$ cat src/rtl/conv_sweep_ctrl.sv
`default_nettype none
// ============================================================================
// Module   : conv_sweep_ctrl
// Purpose  : Drives a 4-input code converter (w,x,y,z -> y3..y0) through the
//            codes 0..LAST. Each code is held for DWELL cycles. The converter
//            response is sampled on the last cycle of each dwell and compared
//            against the EXPECT lookup table.
// Ports    : clk, rst               - clock, synchronous active-high reset
//            start, abort           - sweep control (start is level-sampled)
//            w, x, y, z             - converter inputs (w is the MSB)
//            y3, y2, y1, y0         - converter outputs (y3 is the MSB)
//            code_out, result       - code and sampled response of the step
//            step_valid, mismatch   - per-step strobe and compare flag
//            err_count              - saturating mismatch count for the sweep
//            busy, done             - sweep in progress / normal completion
// Revision : 1.0 - initial release
// ============================================================================
module conv_sweep_ctrl #(
    parameter int          DWELL  = 5,
    parameter int          LAST   = 15,
    parameter logic [63:0] EXPECT = 64'h210FEDCBA9876543
) (
    input  logic       clk,
    input  logic       rst,
    input  logic       start,
    input  logic       abort,
    output logic       w,
    output logic       x,
    output logic       y,
    output logic       z,
    input  logic       y3,
    input  logic       y2,
    input  logic       y1,
    input  logic       y0,
    output logic [3:0] code_out,
    output logic [3:0] result,
    output logic       step_valid,
    output logic       mismatch,
    output logic [4:0] err_count,
    output logic       busy,
    output logic       done
);

    typedef enum logic [1:0] {
        ST_IDLE  = 2'd0,
        ST_DRIVE = 2'd1,
        ST_DONE  = 2'd2
    } state_t;

    localparam logic [7:0] c_DWELL_M1 = 8'(DWELL - 1);
    localparam logic [3:0] c_LAST     = 4'(LAST);
    localparam logic [4:0] c_ERR_MAX  = 5'd31;

    state_t     r_state;
    logic [3:0] r_code;   // code currently under test
    logic [3:0] r_drive;  // registered value presented on w,x,y,z
    logic [7:0] r_cnt;    // dwell counter

    logic [3:0] w_sample;
    logic [3:0] w_expect;
    logic       w_sample_edge;
    logic       w_mis;

    assign w_sample      = {y3, y2, y1, y0};
    assign w_expect      = EXPECT[{r_code, 2'b00} +: 4];
    assign w_sample_edge = (r_cnt == c_DWELL_M1);
    assign w_mis         = (w_sample != w_expect);

    assign {w, x, y, z}  = r_drive;

    always_ff @(posedge clk) begin
        if (rst) begin
            r_state    <= ST_IDLE;
            r_code     <= 4'd0;
            r_drive    <= 4'd0;
            r_cnt      <= 8'd0;
            code_out   <= 4'd0;
            result     <= 4'd0;
            step_valid <= 1'b0;
            mismatch   <= 1'b0;
            err_count  <= 5'd0;
            busy       <= 1'b0;
            done       <= 1'b0;
        end else begin
            // Strobes default low; they are raised for exactly one cycle.
            step_valid <= 1'b0;
            mismatch   <= 1'b0;
            done       <= 1'b0;
            case (r_state)
                ST_IDLE: begin
                    r_drive <= 4'd0;
                    busy    <= 1'b0;
                    if (start && !abort) begin
                        r_state   <= ST_DRIVE;
                        r_code    <= 4'd0;
                        r_cnt     <= 8'd0;
                        err_count <= 5'd0;
                        busy      <= 1'b1;
                    end
                end
                ST_DRIVE: begin
                    if (abort) begin
                        // Abort beats a coincident sample: no strobe, no count.
                        r_state <= ST_IDLE;
                        r_drive <= 4'd0;
                        busy    <= 1'b0;
                    end else if (w_sample_edge) begin
                        result     <= w_sample;
                        code_out   <= r_code;
                        step_valid <= 1'b1;
                        mismatch   <= w_mis;
                        if (w_mis && (err_count != c_ERR_MAX)) begin
                            err_count <= err_count + 5'd1;
                        end
                        if (r_code == c_LAST) begin
                            r_state <= ST_DONE;
                            r_drive <= 4'd0;
                            busy    <= 1'b0;
                            done    <= 1'b1;
                        end else begin
                            r_code  <= r_code + 4'd1;
                            r_drive <= r_code + 4'd1;
                            r_cnt   <= 8'd0;
                        end
                    end else begin
                        r_cnt <= r_cnt + 8'd1;
                    end
                end
                ST_DONE: begin
                    r_state <= ST_IDLE;
                end
                default: begin
                    r_state <= ST_IDLE;
                    r_drive <= 4'd0;
                    busy    <= 1'b0;
                end
            endcase
        end
    end

endmodule
`default_nettype wire
$ cat config.mk
export PLATFORM = sky130hd
export DESIGN_NAME = conv_sweep_ctrl
export DESIGN_NICKNAME = d
export VERILOG_FILES = /design/src/rtl/conv_sweep_ctrl.sv
export SDC_FILE = /design/constraint.sdc
export NUM_CORES = 1
export LEC_CHECK = 0
export BUFFER_PORTS_ARGS = -buffer_cell sky130_fd_sc_hd__buf_2
export CAP_MARGIN = 20
export CORE_ASPECT_RATIO = 0.7
export CORE_MARGIN = 2
export CORE_UTILIZATION = 55
export DETAILED_ROUTE_END_ITERATION = 10
export MAX_ROUTING_LAYER = met4
export PLACE_DENSITY = 0.79
export RECOVER_POWER = 25
export SYNTH_ARGS = -nofsm -noshare
export SYNTH_HDL_FRONTEND = slang
export SYNTH_SLANG_ARGS = --single-unit
$ cat constraint.sdc
create_clock -name clk -period 3.63 [get_ports clk]
set_clock_uncertainty 0.05 [all_clocks]
set_input_delay 0.726 -clock clk [delete_from_list [all_inputs] [get_ports clk]]
set_output_delay 0.726 -clock clk [all_outputs]
set_load 0.01 [all_outputs]
==> Word level (Yosys, flattened, before mapping) <==
Index checks and enable logic that the tools add are counted.
{ "totals": {"register_bits": 35, "latchBits": 0, "mem_bits_rw": 0, "mem_bits_ro": 0, "in_bits": 8, "out_inout_bits": 21, "wordCells": 78, "memories": 0} }
{ "op_classes": {"n_addsub": 3, "multipliers": 0, "n_div": 0, "magnitude_cmp": 0, "eq_ne": 14, "n_shift": 1, "mux": 31, "bitwise_logic": 4, "reduce_logical": 14} }
{ "ops": {"columns": ["operator", "count"], "rows": [
  ["$shiftx 64x7->4 const A", 1],
  ["$mux 8", 4],
  ["$mux 4", 7],
  ["$mux 5", 4],
  ["$pmux 4 s2", 2],
  ["$pmux 8 s2", 1],
  ["$ne 2x2->1 const B", 5],
  ["$pmux 5 s2", 1],
  ["$reduce_and 5->1", 2],
  ["$ne 3x3->1 const B", 3],
  ["$reduce_and 3->1", 3],
  ["$add 8x1->8 const B", 1],
  ["$eq 8x3->1 const B", 1],
  ["$mux 2", 4],
  ["$mux 1", 6],
  ["$add 5x1->5 const B", 1],
  ["$ne 5x5->1 const B", 1],
  ["$add 4x1->4 const B", 1],
  ["$eq 4x4->1 const B", 1],
  ["$ne 4x4->1", 1],
  ["$not 1->1", 4],
  ["$pmux 2 s2", 1],
  ["$reduce_and 4->1", 1],
  ["$reduce_or 4->1", 1],
  ["other kinds (9)", 10]
]} }

==> Depth between registers and ports, before layout <==
{ "logic_depth": {"word_depth": 7, "mapped_depth": 9, "mapped_depth_nobuf": 7} }

==> Worst setup path before layout <==
No wires, ideal clock.
{ "synth_timing": {"path_kind": "in2reg", "startpoint": "input abort", "endpoint": "register r_code[2]", "setup_time_ps": 70, "t_arrival_ps": 2047, "t_required_ps": 3510, "path_slack_ps": 1463, "path_stages": 5, "path_buffers": 1, "cell_sequence": "or3b_4 -> or3_1 -> buf_6 -> or3b_1 -> a21oi_1"} }
{ "synth_via": {"elab_chain_cells": 4, "word_cells_on_any_way": 5, "cone_classes": "2 x eq/ne; 3 x reduce/logical"} }
{ "synth_lines": {"columns": ["element", "line", "rtl"], "rows": [
  ["from (decl)", "26", "input logic abort,"],
  ["$logic_not 1->1", "93", "if (start && !abort) begin"],
  ["$logic_and 1x1->1", "93", null],
  ["$ne 2x2->1 (no line)", null, null],
  ["$reduce_and 5->1 (no line) *", null, null],
  ["to (signal assigned)", "121", "r_code <= r_code + 4'd1;"],
  ["to (decl)", "55", "logic [3:0] r_code;"]
]} }
Every way passes the cells marked *; elsewhere a longest branch is shown, timed or not.
A chain may end at the register's enable or synchronous reset.

==> Worst setup path after layout <==
{ "layout_timing": {"startpoint": "register r_code[0]", "endpoint": "register err_count[0]"} }
{ "layout_via": {"elab_chain_cells": 5} }
{ "layout_lines": {"columns": ["element", "line", "rtl"], "rows": [
  ["$shiftx 64x7->4", "65", "assign w_expect = EXPECT[{r_code, 2'b00} +: 4];"],
  ["$ne 4x4->1", "67", "assign w_mis = (w_sample != w_expect);"],
  ["$logic_and 1x1->1", "112", "if (w_mis && (err_count != c_ERR_MAX)) begin"],
  ["$ne 2x2->1 (no line)", null, null],
  ["$reduce_and 5->1 (no line)", null, null],
  ["to (signal assigned)", "113", "err_count <= err_count + 5'd1;"],
  ["to (decl)", "39", "output logic [4:0] err_count,"]
]} }
No other way between the ends.

==> summary.md <==
| Metric | Value |
|---|---|
| Synth area leader | dfxtp_1 |
| P_leak | 0.779 nW |
| Hold Slack | 0.408 ns |
| Synthesized area | 1700 µm² |
| CTS root buffer | clkbuf_8 |
| Fin crit share | 66.8% |
| Post-synth top area share | 41.3% |
| Syn_nets | 212 |
| Clk buf depth | 2 |
| Die Span Y | 50.5 µm |
| Gr usage total | 21.9% |
| Fin crit period | 2.42 ns |
| Initial antenna violation count | 0 |
| First-pass iteration count of the detailed router | 4 |
| H-tree depth | 2 |
| Yosys cell types | 41 |
| Finished layout cell area | 1900 µm² |
| Die width | 70.4 µm |
| Worst hold path class | flop to flop |
| Detailed Route Iter0 Violations | 52 |
| Setup Fix Bufs, Post-CTS | 0 |
| Final WS setup | 1.21 ns |
| Nets | 239 |
| Final setup fails | 0 |
| Routed wire length | 3.47 mm |
| Area grow syn2layout | 12.3% |
| Hold_buf cts | 0 |
| CTS tree | built |
| Critical Path RT | 3.74 ns |
| Grt ovf | 0 |
| Share of cells above drive strength 1 | 10.7% |
| Placed cell count | 253 |
| Most frequent cells in the layout | dfxtp_1, nor2_1, a21oi_1, nand2_1, clkbuf_1 |
| Clk slew on worst S/H paths | 0.07 ns |
| IO Pins | 29 |
| Worst-Margin Slew | 0.755 ns |
| Final core utilization | 66.5% |
| Seq/Total Area, Yosys | 41.3% |
| Estimated wirelength of the detail-placed design | 2.59 mm |
| Finished Layout Cells | 261 |
| Ranking of synthesized cells by area | dfxtp_1, mux2i_1, nor2_1, ha_1, a21oi_1 |
| First-pass GRT wire length | 5.89 mm |
| Setup TNS | 0 ns |
| CP Max Fanout | 5 |
| Total CTS buffers | 5 |
| N_diodes | 0 |
| Status | finished clean |
| Setup WS pre-CTS | 1.10 ns |
| GPL Wtd Cong | 0.822 |
| Initial Util | 59.2% |
| Routed vias | 1422 |
| Pin count of the biggest net entering global routing | 28 |
| CTS Sinks | 35 |
| Core area | 2860 µm² |
| CTS resizes | 0 |
| Slew headroom | 49.4% |
| Worst vdd ir | 0.215 mV |
| Placed cell area | 1840 µm² |
| Drc violations | 0 |
| IO buf count | 28 |
| Power Density | 365 nW/µm² |
| Final Max Slew Viols | 0 |
| Vias in the first global route | 1331 |
| Post-detailed-route count of antenna-violating nets | 0 |
| Worst skew pair latency | 0.29 ns |
| Syn_area_per_cell | 8.61 µm² |
| Crit path launch type | flop |
| Flops & latches, synth | 35 |
| Commonest non-fill, non-tap cell in the layout | dfxtp_1 |
| Final hold vios | 0 |
| Die footprint | 3550 µm² |
| Total power | 0.695 mW |
| Setup CP Type | flop to flop |
| Worst EP arrival | 2.53 ns |
| Cells after Synth | 197 |
| Vias per std cell | 5.45 |
| Number of synthesis warnings | 0 |
| # rows | 16 |
| RSZ-0062 raised after global routing | no |
| Max-cap violations | 0 |
| F_max | 413 MHz |
| Crit. End Element | flop |
| Wire per inst | 13.3 µm |
[registers in the layout (all words and copies together), names as in the netlist]
signal      cells
err_count       5
done            1
mismatch        1
result          4
r_code          4
r_state         2
step_valid      1
busy            1
code_out        4
r_drive         4
r_cnt           8
[per-layer routing]
layer	up-vias	global-route usage [%]	routed length [µm]
met5	-	-	0
met4	0	5.77	34
met3	6	7.43	146
met2	23	34.6	1600
met1	660	27.0	1680
li1	733	-	-
[worst max-delay path, cell delays in order, from the launching register on]
cell     delay, ns
dfxtp_1       0.42
inv_1         0.13
ha_1          0.25
nor2b_1       0.15
o21a_1        0.18
nor4_1        0.61
a21oi_1       0.31
mux2i_1       0.19
[Yosys cell counts (all sizes together)]
cell type / number
a211oi: 2
a21boi: 1
a21o: 1
a21oi: 17
a22oi: 1
a31oi: 1
a41oi: 1
and2: 1
and3: 7
buf: 4
clkbuf: 4
dfxtp: 35
ha: 7
inv: 6
mux2i: 12
nand2: 16
nand2b: 6
nand3: 11
nand3b: 1
nand4bb: 1
nor2: 25
nor2b: 4
nor3: 4
nor3b: 2
nor4: 2
o211ai: 1
o21a: 2
o21ai: 4
o21ba: 1
o41ai: 1
or2b: 1
or3: 3
or3b: 3
or4: 1
xnor2: 4
xor2: 4
[layout make-up]
class | count | area, µm²
sequential | 35 | 701
inverter | 6 | 22.5
fill | 266 | 958
clock buffer | 7 | 76.3
clock inverter | 1 | 5.00
timing repair buffer | 28 | 123
tap | 36 | 45.0
multi-input combinational | 148 | 932
[where the power goes]
part	internal, mW	switching (mW)
registers	0.387	0.00225
clock network	0.134	0.133
logic	0.0138	0.0251
[final timing paths]
path | from | endpoint | slack, ns | depth (start not counted)
min reg2reg | r_drive[0] | r_drive[0] | 0.41 | 2
max | r_code[0] | err_count[0] | 1.21 | 7
min | r_drive[0] | r_drive[0] | 0.41 | 2
max reg2reg | r_code[0] | err_count[0] | 1.21 | 7
[logic make-up (layout without fill, tap and decap cells)]
| logic type | after synthesis | count (layout) | share of synthesized area [%] |
|---|---|---|---|
| AOI/OAI and AO/OA | 33 | 33 | 11.7 |
| muxes | 12 | 12 | 7.09 |
| buffers and inverters | 14 | 42 | 3.69 |
| and+or+nand+nor | 88 | 88 | 26.9 |
| DFF | 35 | 35 | 41.3 |
| xor gates and xnor gates | 8 | 8 | 4.13 |
| adders and majority gates | 7 | 7 | 5.17 |
Note: power is estimated with default switching activity, not from simulation.
